File: src/rtl/grf_wb_arbiter.sv
// GRF write-port arbiter: merges pipeline writeback with queued MDU results and
// exposes a busy scoreboard. Optional write tracing under GRF_WB_TRACE_EN.
`timescale 1ns/1ps
module grf_wb_arbiter #(
  parameter int DEPTH      = 4,
  parameter int STARVE_MAX = 8
) (
  input  logic        clk,
  input  logic        reset_n,
  input  logic        wb_we,
  input  logic [4:0]  wb_addr,
  input  logic [31:0] wb_data,
  input  logic [31:0] wb_pc,
  input  logic        md_valid,
  output logic        md_ready,
  input  logic [4:0]  md_addr,
  input  logic [31:0] md_data,
  input  logic [31:0] md_pc,
  output logic        RegWrite,
  output logic [4:0]  WA,
  output logic [31:0] WD,
  output logic [31:0] PC,
  input  logic [4:0]  chk_addr1,
  input  logic [4:0]  chk_addr2,
  output logic        busy1,
  output logic        busy2,
  output logic        stall_req
);

  localparam int PW = (DEPTH > 1) ? $clog2(DEPTH) : 1;
  localparam logic [PW:0]   FULL_CNT   = (PW+1)'(DEPTH);
  localparam logic [PW:0]   ZERO_CNT   = {(PW+1){1'b0}};
  localparam logic [PW:0]   ONE_CNT    = {{PW{1'b0}}, 1'b1};
  localparam logic [PW-1:0] ONE_PTR    = {{(PW-1){1'b0}}, 1'b1};
  localparam logic [7:0]    STARVE_LIM = 8'(STARVE_MAX);

  logic [4:0]    addr_mem_r [DEPTH];
  logic [31:0]   data_mem_r [DEPTH];
  logic [31:0]   pc_mem_r   [DEPTH];
  logic [PW-1:0] rd_ptr_r;
  logic [PW-1:0] wr_ptr_r;
  logic [PW:0]   count_r;
  logic [7:0]    starve_cnt_r;

  logic          wb_sel_s;
  logic          push_s;
  logic          pop_s;
  logic          fifo_empty_s;
  logic [PW:0]   count_next_s;
  logic [7:0]    starve_next_s;

  // An entry is live when its distance from the read pointer is below the fill count.
  function automatic logic slot_live(input logic [PW-1:0] idx,
                                     input logic [PW-1:0] rd,
                                     input logic [PW:0]   cnt);
    logic [PW-1:0] off;
    off = idx - rd;
    return ({1'b0, off} < cnt);
  endfunction

  // Handshake, arbitration decision and next fill count.
  always_comb begin
    md_ready     = (count_r != FULL_CNT);
    wb_sel_s     = wb_we && (wb_addr != 5'd0);
    push_s       = md_valid && md_ready && (md_addr != 5'd0);
    fifo_empty_s = (count_r == ZERO_CNT);
    pop_s        = !wb_sel_s && !fifo_empty_s;
    case ({push_s, pop_s})
      2'b10:   count_next_s = count_r + ONE_CNT;
      2'b01:   count_next_s = count_r - ONE_CNT;
      default: count_next_s = count_r;
    endcase
  end

  // Starvation counter: runs while entries wait without draining, saturating.
  always_comb begin
    starve_next_s = starve_cnt_r;
    if (fifo_empty_s || pop_s) begin
      starve_next_s = 8'd0;
    end else if (starve_cnt_r != STARVE_LIM) begin
      starve_next_s = starve_cnt_r + 8'd1;
    end else begin
      starve_next_s = starve_cnt_r;
    end
  end

  // Scoreboard lookup; the output stage is excluded since the GRF bypass covers it.
  always_comb begin
    busy1 = 1'b0;
    busy2 = 1'b0;
    for (int i = 0; i < DEPTH; i++) begin
      busy1 = busy1 | (slot_live(PW'(i), rd_ptr_r, count_r) &&
                       (addr_mem_r[i] == chk_addr1) && (chk_addr1 != 5'd0));
      busy2 = busy2 | (slot_live(PW'(i), rd_ptr_r, count_r) &&
                       (addr_mem_r[i] == chk_addr2) && (chk_addr2 != 5'd0));
    end
  end

  // MDU result FIFO storage and pointers.
  always_ff @(posedge clk or negedge reset_n) begin
    if (!reset_n) begin
      rd_ptr_r <= {PW{1'b0}};
      wr_ptr_r <= {PW{1'b0}};
      count_r  <= ZERO_CNT;
      for (int i = 0; i < DEPTH; i++) begin
        addr_mem_r[i] <= 5'd0;
        data_mem_r[i] <= 32'd0;
        pc_mem_r[i]   <= 32'd0;
      end
    end else begin
      if (push_s) begin
        addr_mem_r[wr_ptr_r] <= md_addr;
        data_mem_r[wr_ptr_r] <= md_data;
        pc_mem_r[wr_ptr_r]   <= md_pc;
        wr_ptr_r             <= wr_ptr_r + ONE_PTR;
      end
      if (pop_s) begin
        rd_ptr_r <= rd_ptr_r + ONE_PTR;
      end
      count_r <= count_next_s;
    end
  end

  // GRF write port register; address/data/pc hold when no write is issued.
  always_ff @(posedge clk or negedge reset_n) begin
    if (!reset_n) begin
      RegWrite <= 1'b0;
      WA       <= 5'd0;
      WD       <= 32'd0;
      PC       <= 32'd0;
    end else if (wb_sel_s) begin
      RegWrite <= 1'b1;
      WA       <= wb_addr;
      WD       <= wb_data;
      PC       <= wb_pc;
    end else if (pop_s) begin
      RegWrite <= 1'b1;
      WA       <= addr_mem_r[rd_ptr_r];
      WD       <= data_mem_r[rd_ptr_r];
      PC       <= pc_mem_r[rd_ptr_r];
    end else begin
      RegWrite <= 1'b0;
    end
  end

  // Starvation counter and stall request, kept aligned so stall drops on the draining edge.
  always_ff @(posedge clk or negedge reset_n) begin
    if (!reset_n) begin
      starve_cnt_r <= 8'd0;
      stall_req    <= 1'b0;
    end else begin
      starve_cnt_r <= starve_next_s;
      stall_req    <= (starve_next_s == STARVE_LIM);
    end
  end

`ifdef GRF_WB_TRACE_EN
  // Trace each GRF write as it is loaded into the output register.
  always_ff @(posedge clk) begin
    if (reset_n && wb_sel_s) begin
      $display("%d@%h: $%d <= %h", $time, wb_pc, wb_addr, wb_data);
    end else if (reset_n && pop_s) begin
      $display("%d@%h: $%d <= %h", $time, pc_mem_r[rd_ptr_r],
               addr_mem_r[rd_ptr_r], data_mem_r[rd_ptr_r]);
    end else begin
    end
  end
`endif

endmodule

File: config.mk
export PLATFORM = sky130hd
export DESIGN_NAME = grf_wb_arbiter
export DESIGN_NICKNAME = d
export VERILOG_FILES = /design/src/rtl/grf_wb_arbiter.sv
export SDC_FILE = /design/constraint.sdc
export NUM_CORES = 1
export LEC_CHECK = 0
export BUFFER_PORTS_ARGS = -buffer_cell sky130_fd_sc_hd__buf_2
export CORE_UTILIZATION = 54
export CTS_BUF_LIST = sky130_fd_sc_hd__clkbuf_4
export DETAILED_ROUTE_END_ITERATION = 10
export MAX_ROUTING_LAYER = met4
export PLACE_DENSITY_LB_ADDON = 0.08
export SYNTH_ARGS = -nofsm -noshare
export SYNTH_HDL_FRONTEND = slang
export SYNTH_SLANG_ARGS = --single-unit
File: constraint.sdc
create_clock -name clk -period 2.4 [get_ports clk]
set_clock_uncertainty 0.2 [all_clocks]
set_input_delay 0.12 -clock clk [delete_from_list [all_inputs] [get_ports clk]]
set_output_delay 0.12 -clock clk [all_outputs]
set_load 0.02 [all_outputs]
==> results.py, run 1 <==
metrics = {
    "clock_network": {
        "clock_sinks": 362,
        "clk_latency_ns": 0.72,
        "htree_levels": 3,
        "numCtsBuffers": 96,
        "clk_path_buf_depth": 3,
        "cts_tree": "yes",
        "path_clk_slew_ns": 0.06,
        "cts_root_buf": "clkbuf_4",
    },
    "timing": {
        "rsz0062_at_grt": "yes",
        "timing.final.crit_share": 1.22,
        "max_slew_margin": 0.536,
        "report.final.slew_viol_count": 0,
        "finalHoldViolations": 0,
        "worst_slew_pin_slew_ns": 0.696,
        "finalSetupViolCount": 2,
        "finalSetupTns_ns": -0.992,
        "worst_slack_ns": -0.524,
        "whs_ns": 0.0531,
        "layout_min_cycle_time_ns": 2.92,
        "max_freq_ghz": 0.342,
    },
    "floorplan": {
        "die_w_um": 179,
        "rows": 64,
        "die_h_um": 179,
        "io_pins": 226,
        "start_util": 0.550,
        "core-area_sq_mm": 0.0306,
        "die_area_sq_mm": 0.0319,
    },
    "layout": {
        "final_common_cell": "dfrtp_1",
        "fin_util": 0.752,
        "fin_nets": 1907,
        "layout_common_cells": "dfrtp_1, dlygate4sd3_1, mux2_2, buf_2, clkbuf_4",
        "drive_gt1_frac": 0.436,
        "area_delta_synth_final_pct": 36.8,
        "final_area_sq_mm": 0.0230,
    },
    "setup_path": {
        "cp_slowest_cell": "dfrtp_4",
        "crit_path_end_kind": "output port",
        "max_stage_delay_ns": 0.52,
        "r2r_start": "rd_ptr_r[0]$_DFFE_PN0P_",
        "required_ns": 2.08,
        "cp_data_arrival_time_ns": 2.60,
        "worst-r2r-cell-count": 5,
        "path_class": "reg2out",
        "path_cells": "xnor2_4 > inv_2 > ha_4 > a21oi_4 > o2111ai_2 > o31ai_1 > o22a_1 > buf_6",
        "r2r_setup_slack_ns": 0.10,
        "timing.rr.end": "WD[2]$_DFFE_PN0P_",
        "critPathLaunchType": "flop",
        "worst-path-max-fanout": 3,
    },
    "synthesis": {
        "synth_cell_type_count": 39,
        "yosysWarnings": 0,
        "synthFlopType": "dfrtp_1",
        "ys_ff_latch": 362,
        "syn_area_per_cell_sq_um": 14.7,
        "netlist_area_sq_mm": 0.0168,
        "async_flop_share": 1.00,
        "syn_inst": 1147,
        "synth_enable_flop_cells": 0,
        "seq_area_frac_synth": 0.538,
        "syn_nets": 1311,
    },
    "grt": {
        "grt_overflow": 0,
        "grt_use_total": 0.275,
        "grt_max_degree": 77,
        "antenna_found_initial": 1,
        "grt_pass1_vias": 13000,
        "grt_pass1_wl_um": 66300,
    },
    "routing": {
        "wire_per_inst_um": 18.6,
        "wl_um": 40900,
        "vias_per_cell": 5.36,
        "firstDrtPassIters": 4,
        "via_count": 11800,
        "ant_nets": 0,
        "drc_errors": 0,
        "drt_iter0_drc": 439,
    },
    "flow_run": {
        "maxCapViolations": 0,
    },
    "min_path": {
        "holdCritStartpoint": "md_pc[31]",
        "holdPathStages": 3,
        "hold_end": "pc_mem_r[31]$_DFFE_PN0P_",
        "hp-class": "in2reg",
    },
    "power": {
        "seqPwrFrac": 0.379,
        "max-vdd-ir-drop_v": 0.000797,
        "internal_power_w": 0.0191,
        "p_comb_frac": 0.437,
        "switchingPower_w": 0.00973,
        "power_density_mw_per_mm2": 1250,
        "p_sw_frac": 0.338,
        "pwr-share-clk": 0.184,
        "p_leak_nw": 10.3,
    },
    "placed_design": {
        "gp_congestion": 0.892,
        "placed_area_sq_mm": 0.0186,
        "numPortBuffers": 225,
        "dpl.hpwl_um": 22400,
    },
    "run_status": {
        "status": "complete, but fails checks",
        "violations": "setup timing",
    },
}
## flip-flops by register name, summed over array words and instances, names as in the netlist
name,count
count_r,3
WA,5
data_mem_r,128
RegWrite,1
addr_mem_r,20
WD,32
stall_req,1
wr_ptr_r,2
rd_ptr_r,2
PC,32
pc_mem_r,128
starve_cnt_r,8
## cell families after synthesis
group                    share of synthesized area
multiplexers                                 0.328
flip-flops                                   0.538
AND/OR/NAND/NOR                             0.0321
AO/OA/AOI/OAI                               0.0303
buffers and inverters                       0.0329
XOR/XNOR                                    0.0286
adder cells (fa/ha/maj)                    0.00937
## cell type report
class                           instances  area (sq um)
Clock buffer                          141          1060
Multi-Input combinational cell        693          7330
Sequential cell                       362          9070
Inverter                               11          41.3
Timing Repair Buffer                  579          4910
Fill cell                            1941          7570
Antenna cell                            1          2.50
Tap cell                              396           495
Clock inverter                         20           113
## critical path: cells and delay by family, from the launching register on
kind | cells | cell delay [ns]
AOI/OAI and AO/OA | 4 | 0.74
adders and majority gates | 1 | 0.22
xor gates and xnor gates | 1 | 0.23
DFF | 1 | 0.52
buffers and inverters | 2 | 0.18
## power by group through the flow
stage | Sequential (W) | Clock, W | Combinational [W]
after floorplan | 0.0111 | 0 | 0.00829
after global placement | 0.0108 | 0 | 0.0115
after detailed placement | 0.0109 | 0 | 0.0117
after CTS | 0.0108 | 0.00545 | 0.0123
after global routing | 0.0113 | 0.00583 | 0.0135
final | 0.0109 | 0.00529 | 0.0126
## stage by stage
step	setup WS (ns)	power, W	std cells
after floorplan	0.00826	0.0194	1147
after global placement	0.0380	0.0223	1729
after detailed placement	0.0000686	0.0227	1729
after CTS	-0.582	0.0286	2201
after global routing	-0.661	0.0306	2203
final	-0.524	0.0288	2203
## synthesized netlist by cell type, types with 2 or more instances
cell	number	area [sq um]
mux4_2	69	1550
buf_4	20	150
o2111ai_1	4	35.0
mux2i_1	71	711
xor2_1	25	219
ha_1	11	138
nor4b_1	2	17.5
nor3_1	10	50.1
o21bai_1	2	15.0
o22a_1	2	17.5
buf_8	4	60.1
a21oi_1	3	15.0
nor2_1	10	37.5
nand4_1	6	37.5
nand3_1	5	25.0
o21ai_1	3	15.0
inv_1	11	41.3
mux2_2	236	2660
buf_1	6	22.5
or4_1	4	30.0
nand2_1	74	278
o31ai_1	4	30.0
nand2_4	4	45.0
dfrtp_1	362	9060
buf_2	13	65.1
o21ai_0	70	350
xnor2_1	30	263
clkbuf_1	33	124
buf_12	4	80.1
mux2_4	40	601
## layer usage
metal	routed length, um	vias to the layer above	part of all wire	track usage
met5	0	-	0	-
met4	804	0	0.020	0.0890
met3	1740	75	0.043	0.0526
met2	21000	276	0.51	0.458
met1	17400	6057	0.42	0.340
li1	-	5400	-	-
## repair_timing
| item | 4_1_cts | 5_1_grt |
|---|---|---|
| pin swaps | 4 | 7 |
| hold buffers | 308 | 0 |
| setup buffers | 3 | 1 |
| endpoints found under the hold margin | 719 | 0 |
| endpoints found under the setup margin | 2 | 3 |
| resized for setup | 8 | 16 |
## worst max-delay path by stage
| stage | from | end | slack [ns] |
|---|---|---|---|
| floorplan | wb_addr[1] | count_r[2]$_DFFE_PN0P_ | 0.008 |
| global placement | wb_addr[1] | count_r[2]$_DFFE_PN0P_ | 0.04 |
| detailed placement | wb_addr[1] | count_r[2]$_DFFE_PN0P_ | 0.00007 |
| CTS | rd_ptr_r[0]$_DFFE_PN0P_ | busy1 | -0.58 |
| global route | rd_ptr_r[0]$_DFFE_PN0P_ | busy1 | -0.66 |
| finish | rd_ptr_r[0]$_DFFE_PN0P_ | busy2 | -0.52 |
Power figures use the tool's default switching activity.
==> run 2: changes to the inputs <==
PLACE_DENSITY = 0.84   (was not set)
PLACE_DENSITY_LB_ADDON = not set   (was 0.08)
==> results.py, run 2 (synthesized netlist as in run 1, its figures left out) <==
metrics = {
    "run_status": {
        "status": "complete, but fails checks",
        "violations": "setup timing",
    },
    "setup_path": {
        "cp-endpoint": "busy1",
        "worst-path-stages": 7,
        "crit_buf_inv": 1,
        "r2r_start": "count_r[1]$_DFFE_PN0P_",
        "worst-path-max-fanout": 3,
        "cp_top_family": "compound AO/OA/AOI/OAI gates",
        "crit_path_end_kind": "output port",
        "path_cells": "xnor2_4 > ha_1 > a21oi_2 > o2111ai_1 > o31ai_1 > o22a_1 > buf_6",
        "critPathLaunchType": "flop",
        "timing.rr.end": "wr_ptr_r[0]$_DFFE_PN0P_",
        "cp_data_arrival_time_ns": 2.65,
        "max_stage_delay_ns": 0.53,
        "cp_slowest_cell": "dfrtp_4",
        "r2r_setup_slack_ns": 0.11,
        "crit_start": "rd_ptr_r[0]$_DFFE_PN0P_",
        "worst-r2r-cell-count": 6,
        "required_ns": 2.08,
        "path_class": "reg2out",
    },
    "routing": {
        "via_count": 12400,
        "wire_per_inst_um": 21.3,
        "wl_um": 47200,
        "drt_iter0_drc": 679,
        "ant_nets": 0,
        "firstDrtPassIters": 5,
        "drc_errors": 0,
        "vias_per_cell": 5.61,
    },
    "grt": {
        "grt_overflow": 0,
        "grt_pass1_wl_um": 74200,
        "grt_pass1_vias": 13800,
        "antenna_found_initial": 3,
        "grt_use_total": 0.317,
        "grt_max_degree": 75,
    },
    "power": {
        "finalPower_w": 0.0296,
        "max-vdd-ir-drop_v": 0.000795,
        "power_density_mw_per_mm2": 1290,
        "p_leak_nw": 10.3,
    },
    "placed_design": {
        "numPortBuffers": 225,
        "gp_congestion": 0.934,
        "dpl.hpwl_um": 23600,
        "placed_area_sq_mm": 0.0185,
    },
    "floorplan": {
        "die_h_um": 179,
        "die_area_sq_mm": 0.0319,
        "start_util": 0.550,
        "rows": 64,
        "io_pins": 226,
        "die_w_um": 179,
        "core-area_sq_mm": 0.0306,
    },
    "clock_network": {
        "path_clk_slew_ns": 0.08,
        "clk_latency_ns": 0.76,
        "numCtsBuffers": 94,
        "clk_path_buf_depth": 3,
        "cts_root_buf": "clkbuf_4",
        "cts_tree": "yes",
        "clock_sinks": 362,
        "htree_levels": 3,
    },
    "timing": {
        "max_freq_ghz": 0.337,
        "rsz0062_at_grt": "yes",
        "finalSetupViolCount": 2,
        "layout_min_cycle_time_ns": 2.97,
        "report.final.slew_viol_count": 0,
        "worst_slew_pin_slew_ns": 0.686,
        "max_slew_margin": 0.543,
        "finalHoldViolations": 0,
        "worst_slack_ns": -0.565,
        "timing.final.crit_share": 1.24,
    },
    "layout": {
        "area_delta_synth_final_pct": 36.5,
        "final_area_sq_mm": 0.0230,
        "final_common_cell": "dfrtp_1",
        "layout_common_cells": "dfrtp_1, dlygate4sd3_1, mux2_2, buf_2, clkbuf_4",
        "reg.largest.list": "data_mem_r: 128 flops, pc_mem_r: 128 flops",
        "final.fill_count": 1719,
        "fin_nets": 1913,
        "drive_gt1_frac": 0.432,
    },
    "flow_run": {
        "maxCapViolations": 0,
    },
    "min_path": {
        "hp-class": "in2reg",
    },
}
==> run 2: changes by cell type in the layout (fill, tap and decap cells not counted), sizes merged <==
cell,previous run,this run
dlygate4sd3,307,315
clkinv,15,19
diode,1,4
clkinvlp,2,0
bufinv,1,2
clkbuf,141,142
inv,13,12
==> run 2: final cells by class <==
type	instances	area, sq um	area share
flip-flops and latches	362	9070	0.395
multi-input cells	693	7310	0.318
repair buffers	587	4850	0.211
clock buffers	142	1070	0.0464
well taps	396	495	0.0216
clock inverters	22	138	0.00599
inverters	11	41.3	0.00180
diodes	4	10.0	0.000436
==> run 2: worst min-delay path by stage <==
stage | startpoint | to | slack [ns] | cells past startpoint
after CTS | md_data[21] | data_mem_r[21]$_DFFE_PN0P_ | 0.0003 | 3
after floorplan | reset_n | PC[0]$_DFFE_PN0P_ | -0.38 | 0
after global placement | reset_n | pc_mem_r[6]$_DFFE_PN0P_ | -0.07 | 1
after global routing | md_pc[8] | pc_mem_r[40]$_DFFE_PN0P_ | 0.02 | 3
after detailed placement | reset_n | pc_mem_r[6]$_DFFE_PN0P_ | -0.06 | 1
final | md_pc[28] | pc_mem_r[92]$_DFFE_PN0P_ | 0.04 | 3
==> run 2: worst reg2reg max path: cells and delay by family (launching register included) <==
family          cells  cell delay [ns]
buf+inv             3             0.96
flops               1             0.41
xor+xnor            1             0.25
compound gates      1             0.19
simple gates        1             0.15
==> run 2: what timing repair did <==
action / 4_1_cts / 5_1_grt
hold endpoints to repair: 719 / 0
setup endpoints to repair: 2 / 19
hold buffers: 315 / 0
buffers inserted: 1 / 3
resized for setup: 5 / 15
pin swaps: 4 / 7
==> run 2: metrics by stage <==
step | TNS (ns) | hold WS [ns] | util | worst slack [ns] | std cells
floorplan | 0 | -0.376 | - | 0.00826 | 1147
global placement | 0 | -0.0671 | 0.604 | 0.0377 | 1730
detailed placement | -0.00654 | -0.0611 | 0.604 | -0.00654 | 1730
CTS | -1.28 | 0.000284 | 0.748 | -0.657 | 2210
global route | -1.33 | 0.0156 | 0.751 | -0.668 | 2216
finish | -1.12 | 0.0433 | 0.751 | -0.565 | 2217
==> run 2: power by group <==
group          switching, W  total (W)  leakage (nW)  internal (W)
registers           0.00199     0.0112          4.33       0.00918
logic               0.00582     0.0128          5.25       0.00702
clock network       0.00266    0.00556         0.720       0.00290
total                0.0105     0.0296          10.3        0.0191
==> run 2: metal layers <==
layer / up-vias / share of wire / track usage
li1: 5432 / - / -
met1: 6404 / 0.38 / 0.358
met5: - / 0 / -
met2: 460 / 0.53 / 0.542
met4: 0 / 0.038 / 0.153
met3: 145 / 0.047 / 0.0578
